## config.mk

```make
export PLATFORM = sky130hd
export DESIGN_NAME = io_ring_power_seq
export DESIGN_NICKNAME = d
export VERILOG_FILES = /design/src/rtl/io_ring_power_seq.sv
export SDC_FILE = /design/constraint.sdc
export NUM_CORES = 1
export LEC_CHECK = 0
export ABC_AREA = 1
export CAP_MARGIN = 20
export CORE_MARGIN = 2
export CORE_UTILIZATION = 59
export DETAILED_ROUTE_END_ITERATION = 16
export PLACE_DENSITY_LB_ADDON = 0.05
export SETUP_SLACK_MARGIN = 0.02
export SYNTH_ARGS = -nofsm -noshare
export SYNTH_HDL_FRONTEND = slang
export SYNTH_SLANG_ARGS = --single-unit
```

## constraint.sdc

```tcl
create_clock -name clk -period 5.6 [get_ports clk]
set_input_delay 1.68 -clock clk [delete_from_list [all_inputs] [get_ports clk]]
set_output_delay 1.68 -clock clk [all_outputs]
set_load 0.005 [all_outputs]
```

## src/rtl/io_ring_power_seq.sv

```systemverilog
// Purpose: pad-ring power sequencer; settles after IO supply good, then staggers bank output-enables up.
// Latency: supply_ok acts after a 2-flop sync plus one edge; req_en and clr_fault act on the next edge.
// Backpressure: none; req_en is a level request with no handshake. Optional macro: IOSEQ_RAMPDOWN_EN.
module io_ring_power_seq #(
   parameter int NUM_BANKS      = 4,
   parameter int SETTLE_CYCLES  = 256,
   parameter int STAGGER_CYCLES = 16,
   parameter int CNT_W          = 9
) (
   input  logic                 clk,
   input  logic                 rst,
   input  logic                 supply_ok,
   input  logic                 req_en,
   input  logic                 clr_fault,
   output logic [NUM_BANKS-1:0] oe_bank,
   output logic                 ready,
   output logic                 fault
);

   localparam logic [CNT_W-1:0] SETTLE_LAST  = CNT_W'(SETTLE_CYCLES - 1);
   localparam logic [CNT_W-1:0] STAGGER_LAST = CNT_W'(STAGGER_CYCLES - 1);

   typedef enum logic [2:0] {
      ST_OFF,
      ST_SETTLE,
      ST_STAGGER,
      ST_ON,
      ST_FAULT
`ifdef IOSEQ_RAMPDOWN_EN
      , ST_RAMPDOWN
`endif
   } state_t;

   state_t               state_q;
   logic [CNT_W-1:0]     cnt_q;
   logic [NUM_BANKS-1:0] oe_q;
   logic                 ready_q;
   logic                 fault_q;
   logic                 sync1_q;
   logic                 sok_q;

   logic [CNT_W-1:0]     cnt_inc_d;
   logic [NUM_BANKS-1:0] oe_up_d;

   // Next counter value and next thermometer step upward (one more bank on).
   assign cnt_inc_d = cnt_q + CNT_W'(1);
   assign oe_up_d   = (oe_q << 1) | NUM_BANKS'(1);

`ifdef IOSEQ_RAMPDOWN_EN
   logic [NUM_BANKS-1:0] oe_dn_d;
   // Next thermometer step downward (highest enabled bank off).
   assign oe_dn_d = oe_q >> 1;
`endif

   // Two-flop synchronizer for the asynchronous supply level detector.
   always_ff @(posedge clk or posedge rst) begin
      if (rst) begin
         sync1_q <= 1'b0;
         sok_q   <= 1'b0;
      end else begin
         sync1_q <= supply_ok;
         sok_q   <= sync1_q;
      end
   end

   // Sequencer FSM with registered bank enables, ready and sticky fault.
   always_ff @(posedge clk or posedge rst) begin
      if (rst) begin
         state_q <= ST_OFF;
         cnt_q   <= '0;
         oe_q    <= '0;
         ready_q <= 1'b0;
         fault_q <= 1'b0;
      end else begin
         case (state_q)
            ST_OFF: begin
               oe_q    <= '0;
               ready_q <= 1'b0;
               cnt_q   <= '0;
               if (sok_q && req_en && !fault_q) begin
                  state_q <= ST_SETTLE;
               end
            end
            ST_SETTLE: begin
               if (!sok_q || !req_en) begin
                  state_q <= ST_OFF;
                  cnt_q   <= '0;
               end else if (cnt_q == SETTLE_LAST) begin
                  // First bank turns on the same edge the settle period ends.
                  oe_q    <= NUM_BANKS'(1);
                  cnt_q   <= '0;
                  state_q <= (NUM_BANKS == 1) ? ST_ON : ST_STAGGER;
               end else begin
                  cnt_q <= cnt_inc_d;
               end
            end
            ST_STAGGER, ST_ON: begin
               if (!sok_q) begin
                  // Supply loss with drivers up beats every other event.
                  state_q <= ST_FAULT;
                  oe_q    <= '0;
                  ready_q <= 1'b0;
                  fault_q <= 1'b1;
                  cnt_q   <= '0;
               end else if (!req_en) begin
                  ready_q <= 1'b0;
                  cnt_q   <= '0;
`ifdef IOSEQ_RAMPDOWN_EN
                  oe_q    <= oe_dn_d;
                  state_q <= (oe_dn_d == '0) ? ST_OFF : ST_RAMPDOWN;
`else
                  oe_q    <= '0;
                  state_q <= ST_OFF;
`endif
               end else if (state_q == ST_ON) begin
                  ready_q <= 1'b1;
               end else if (cnt_q == STAGGER_LAST) begin
                  oe_q  <= oe_up_d;
                  cnt_q <= '0;
                  if (oe_up_d == '1) begin
                     state_q <= ST_ON;
                  end
               end else begin
                  cnt_q <= cnt_inc_d;
               end
            end
            ST_FAULT: begin
               oe_q    <= '0;
               ready_q <= 1'b0;
               cnt_q   <= '0;
               // Clearing is refused until the supply is back.
               if (clr_fault && sok_q) begin
                  fault_q <= 1'b0;
                  state_q <= ST_OFF;
               end
            end
`ifdef IOSEQ_RAMPDOWN_EN
            ST_RAMPDOWN: begin
               ready_q <= 1'b0;
               if (!sok_q) begin
                  state_q <= ST_FAULT;
                  oe_q    <= '0;
                  fault_q <= 1'b1;
                  cnt_q   <= '0;
               end else if (cnt_q == STAGGER_LAST) begin
                  oe_q  <= oe_dn_d;
                  cnt_q <= '0;
                  if (oe_dn_d == '0) begin
                     state_q <= ST_OFF;
                  end
               end else begin
                  cnt_q <= cnt_inc_d;
               end
            end
`endif
            default: begin
               state_q <= ST_OFF;
               oe_q    <= '0;
               ready_q <= 1'b0;
               cnt_q   <= '0;
            end
         endcase
      end
   end

   assign oe_bank = oe_q;
   assign ready   = ready_q;
   assign fault   = fault_q;

endmodule

```

# Word level (Yosys, flattened, before mapping)
# Index checks and enable logic that the tools add are counted.
totals:
  n_memories: 0
  register_bits: 20
  mem_bits_rw: 0
  elab_cells: 71
  rom_bits: 0
  latchBits: 0
op_classes:
  shift: 0
  add_sub_neg: 1
  reduce_logical: 14
  div_mod_pow: 0
  n_eq_ne: 17
  bitwise: 1
  n_lt_le_gt_ge: 0
  multipliers: 0
  n_mux: 31
op_table:
  columns: ["operator", "count"]
  rows:
  - ["2-to-1 mux 9 bit", 6]
  - ["2-to-1 mux 3 bit", 9]
  - ["2-to-1 mux 4 bit", 6]
  - ["case mux 9 bit (2 select lines)", 1]
  - ["inequality test 4 bit (second input constant)", 4]
  - ["case mux 3 bit (4 select lines)", 1]
  - ["inequality test 2 bit (second input constant)", 5]
  - ["adder 9 x 1 -> 9 bit (second input constant)", 1]
  - ["== test 9 x 4 -> 1 bit (second input constant)", 1]
  - ["== test 9 x 8 -> 1 bit (second input constant)", 1]
  - ["case mux 4 bit (2 select lines)", 1]
  - ["== test 3 x 2 -> 1 bit (second input constant)", 2]
  - ["== test 3 bit (second input constant)", 2]
  - ["AND reduction 6 bit", 1]
  - ["2-to-1 mux 1 bit", 5]
  - ["case mux 1 bit (2 select lines)", 2]
  - ["AND reduction 4 bit", 1]
  - ["== test 3 x 1 -> 1 bit (second input constant)", 1]
  - ["logical AND 1 bit", 3]
  - ["logical NOT 1 bit", 3]
  - ["logical NOT 3 bit", 1]
  - ["inequality test 3 bit (second input constant)", 1]
  - ["AND reduction 3 bit", 1]
  - ["AND reduction 2 bit", 1]
  - ["other kinds (4)", 4]

# Logic depth before layout (Yosys ltp)
logic_depth:
  word_depth: 7
  ltp_mapped: 15

# Worst setup path before layout
# Ideal clock, no wire load.
synth_path:
  path_kind: "input-to-reg"
  from: "in req_en"
  to: "reg cnt_q[2]"
  n_path_buf: 1
  t_required_ns: 5.480
  setup_time_ns: 0.120
  stages: 7
  path_slack_ns: 3.119
  arrival_ns: 2.361
  cell_sequence: "nand2_2 -> nor2_8 -> nand2_4 -> buf_6 -> nand2_2 -> xor2_1 -> nor2_1"
synth_between:
  elab_chain_len: 4
synth_lines:
  columns: ["item", "line", "source"]
  rows:
  - ["from (decl)", "13", "input logic req_en,"]
  - ["logical NOT 1 bit", null, null]
  - ["logical OR 1 bit", "85", "if (!sok_q || !req_en) begin"]
  - ["2-to-1 mux 9 bit", "85", null]
  - ["case mux 9 bit (2 select lines)", "75", "case (state_q)"]
  - ["to (signal assigned)", "94", "cnt_q <= cnt_inc_d;"]
  - ["to (signal assigned)", "124", "cnt_q <= cnt_inc_d;"]
  - ["to (decl)", "35", "logic [CNT_W-1:0] cnt_q;"]
# Parallel ways exist; a longest one is shown, timed or not.
# A chain may end at the register's enable or synchronous reset.

# Worst setup path after layout
layout_path:
  from: "in req_en"
  to: "reg oe_q[0], in the netlist oe_bank[0]"
layout_between:
  elab_chain_len: 4
layout_lines:
  columns: ["item", "line", "source"]
  rows:
  - ["logical NOT 1 bit", null, null]
  - ["logical OR 1 bit", "85", null]
  - ["inequality test 2 bit (no line)", null, null]
  - ["AND reduction 4 bit (no line)", null, null]
  - ["to (signal assigned)", "118", "oe_q <= oe_up_d;"]
  - ["to (decl)", "36", "logic [NUM_BANKS-1:0] oe_q;"]
# Parallel ways exist; a longest one is shown, timed or not.

==> summary.txt <==
Outcome
  – Status: finished, final reports clean

Worst setup path
  – WP data required: between 5000 and 6000 ps
  – Critical path fanouts, max: 12
  – Crit path DAT: 3180 ps
  – Reg-to-reg startpoint: cnt_q[1]$_DFFE_PP0P_
  – Worst setup SP type: input pin
  – Critical Path End Type: flip-flop
  – Worst R2R Setup Slack: 3310 ps
  – Worst Setup Path Type: input pin to flip-flop
  – Reg-to-Reg End: state_q[0]$_DFFE_PP0P_
  – Cells on worst reg2reg path: 15

Routing
  – DR iter-0 viols: 46
  – # DRC: 0
  – Routed Antenna Nets: 0
  – Routed vias: 971
  – Avg WL per Cell: 11.9 um
  – 1st-pass router iterations: 4
  – Via density per instance: 5.28
  – Drt total wl: roughly 2200 um

Cells and area
  – Most frequent cells in the layout: nand2_1 (42), dfrtp_1 (20), nor2_1 (19)
  – Layout cells sized above 1: a little under a tenth
  – Nets: ~170
  – Fillers: 168
  – Area Growth Syn to Fin: 12.0%
  – Post-route insts no fill: 184
  – Most common cell after layout, fill and taps aside: nand2_1
  – # diodes: 0

Yosys
  – Synth Warn #: 0
  – Synth top area cells: dfrtp_1 (44%), nand2_1 (14%), nor2_1 (6.3%), nand3_1 (6.2%), inv_1 (6.0%)
  – Cell taking the most area after synthesis: dfrtp_1
  – Synth Register Bits: 20
  – Avg Cell Area, Syn: 7.61 um2
  – Sequential fraction of the synthesis area: 44.4%
  – Synth unique cells: 21
  – Synth Cell Area: roughly 1100 um2
  – Mapped Cells: 148
  – Post-Syn Nets: 156
  – Area share of the largest cell type after synthesis: 44.4%

Timing
  – Fin. max-slew vios: 0
  – Final worst path period need: just under 3000 ps
  – Slew @ Worst Pin: 731 ps
  – Setup violators final: 0
  – Setup TNS: 0 ps
  – RSZ-0062 raised after global routing: no
  – Period utilisation layout: 52.9%
  – Skew final: between 5 and 6 ps
  – Slew margin rel.: 51.2%
  – Maximum clock rate: 338 MHz
  – Minimum hold slack: approximately 360 ps
  – Endpoints failing hold: 0

Clock network
  – Worst-Skew Late Latency: 300 ps
  – CTS tree: done
  – Clock-pin slew on the worst setup and hold paths: 100 ps
  – CTS root buffer: clkbuf_4
  – Clock tree buffer depth: 2
  – # hold bufs at CTS: 0
  – Post-CTS setup buffers: 0
  – H-tree Lvls: 1
  – Num CTS Buffers: 3
  – Post-cts sizing count: 0
  – Clk sinks: 20

Die
  – Die Area: 2270 um2
  – Core Footprint: 1760 um2
  – Die Y-Extent: 47.7 um
  – Chip width: 47.7 um
  – Initial Util: 63.8%
  – Ports: 11
  – Rows: 15

Global routing
  – Vias in the first global route: 811
  – Largest net degree at the start of global routing: 21
  – GRT Total Usage: 22.1%
  – GRT overflow: 0
  – Global-route wire length before repair: 3460 um
  – Initial antenna violation count: 0

Power and ir drop
  – Leakage: between 0.0006 and 0.0007 uW
  – Peak VDD IR: 220 uV
  – Overall Power: 422 uW
  – Pwr Density: 335 nW/um2

Worst hold path
  – Hold path cells: 0
  – Hold path startpoint: sync1_q$_DFF_PP0_
  – Hold endpoint: sok_q$_DFF_PP0_
  – Worst hold path type: flip-flop to flip-flop

Placement
  – HPWL after DPL: 1610 um
  – IO buf count: 10
  – Inst Count DP: around 180
  – Gpl congestion: about 0.86

Job
  – Max Cap Viol: 0
-- state kept, by name (all words and copies together), names as in the netlist --
signal   count
sync1_q      1
sok_q        1
state_q      3
ready        1
cnt_q        9
fault        1
oe_bank      4
-- synth_stat cells --
master    n
ha_1      3
xor2_1    1
o22ai_1   1
o21ai_0   9
a21oi_1   3
inv_2     1
nor2_2    2
nor2_4    1
nand4_1   4
inv_1    18
nand3_2   1
nand2_4   1
nor2_1   19
nand3_1  14
a21oi_2   1
buf_4     1
nor2_8    1
nand2_1  42
nand2_2   4
dfrtp_1  20
buf_6     1
-- metal layers --
layer  track usage [%]  routed length (um)  vias to the layer above
met5                 0                   0                        -
met4              9.73                  22                        0
met3              2.26                 100                        4
li1                  -                   -                      490
met2              33.6                1050                       23
met1              32.0                1010                      454
-- per-stage QoR --
stage	instance area, um2	utilization [%]	worst slack [ps]
after CTS	1260	71.5	2670
after global routing	1260	71.5	2520
after floorplan	1130	-	3120
after detailed placement	1240	70.2	2350
after global placement	1240	70.2	2460
final	1260	71.5	2640
-- final cells by class --
cell class	count	area (um2)	share of cell area, %
multi-input combinational	107	536	42.5
timing repair buffer	10	100	7.94
tap	25	31.3	2.48
sequential	20	500	39.7
inverter	19	71.3	5.65
clock buffer	3	22.5	1.79
-- where the power goes --
part	switching, uW	internal [uW]	leakage (uW)
Sequential	25.0	166	0.000266
Combinational	107	59.0	0.000379
Clock	40.3	25.0	0.0000138
Total	173	250	0.000659
-- worst max-delay path, stage by stage --
cell,delay [ps]
clkdlybuf4s50_1,580
nand2_2,140
nor2_8,200
nand2_4,130
nand3_1,260
nand2_1,90
o21ai_0,80
-- how the worst max path moves through the flow --
stage                      start                     end  slack, ps  cells past startpoint
final                     req_en  oe_bank[0]$_DFFE_PP0P_       2640                      7
after global routing      req_en  oe_bank[1]$_DFFE_PP0P_       2520                      7
after CTS                 req_en  oe_bank[0]$_DFFE_PP0P_       2670                      7
after detailed placement  req_en  oe_bank[0]$_DFFE_PP0P_       2350                      7
after global placement    req_en  oe_bank[3]$_DFFE_PP0P_       2460                      6
after floorplan           req_en    cnt_q[2]$_DFFE_PP0P_       3120                      7
-- kinds of logic (layout without fill, tap and decap cells) --
logic type / Yosys count / after routing / share of synthesized area [%]
flip-flops: 20 / 20 / 44.4
AO/OA/AOI/OAI: 14 / 14 / 6.67
XOR/XNOR: 1 / 1 / 0.778
adder cells (fa/ha/maj): 3 / 3 / 3.33
buffers and inverters: 21 / 32 / 8.00
AND/OR/NAND/NOR: 89 / 89 / 36.8
Power figures use the tool's default switching activity.
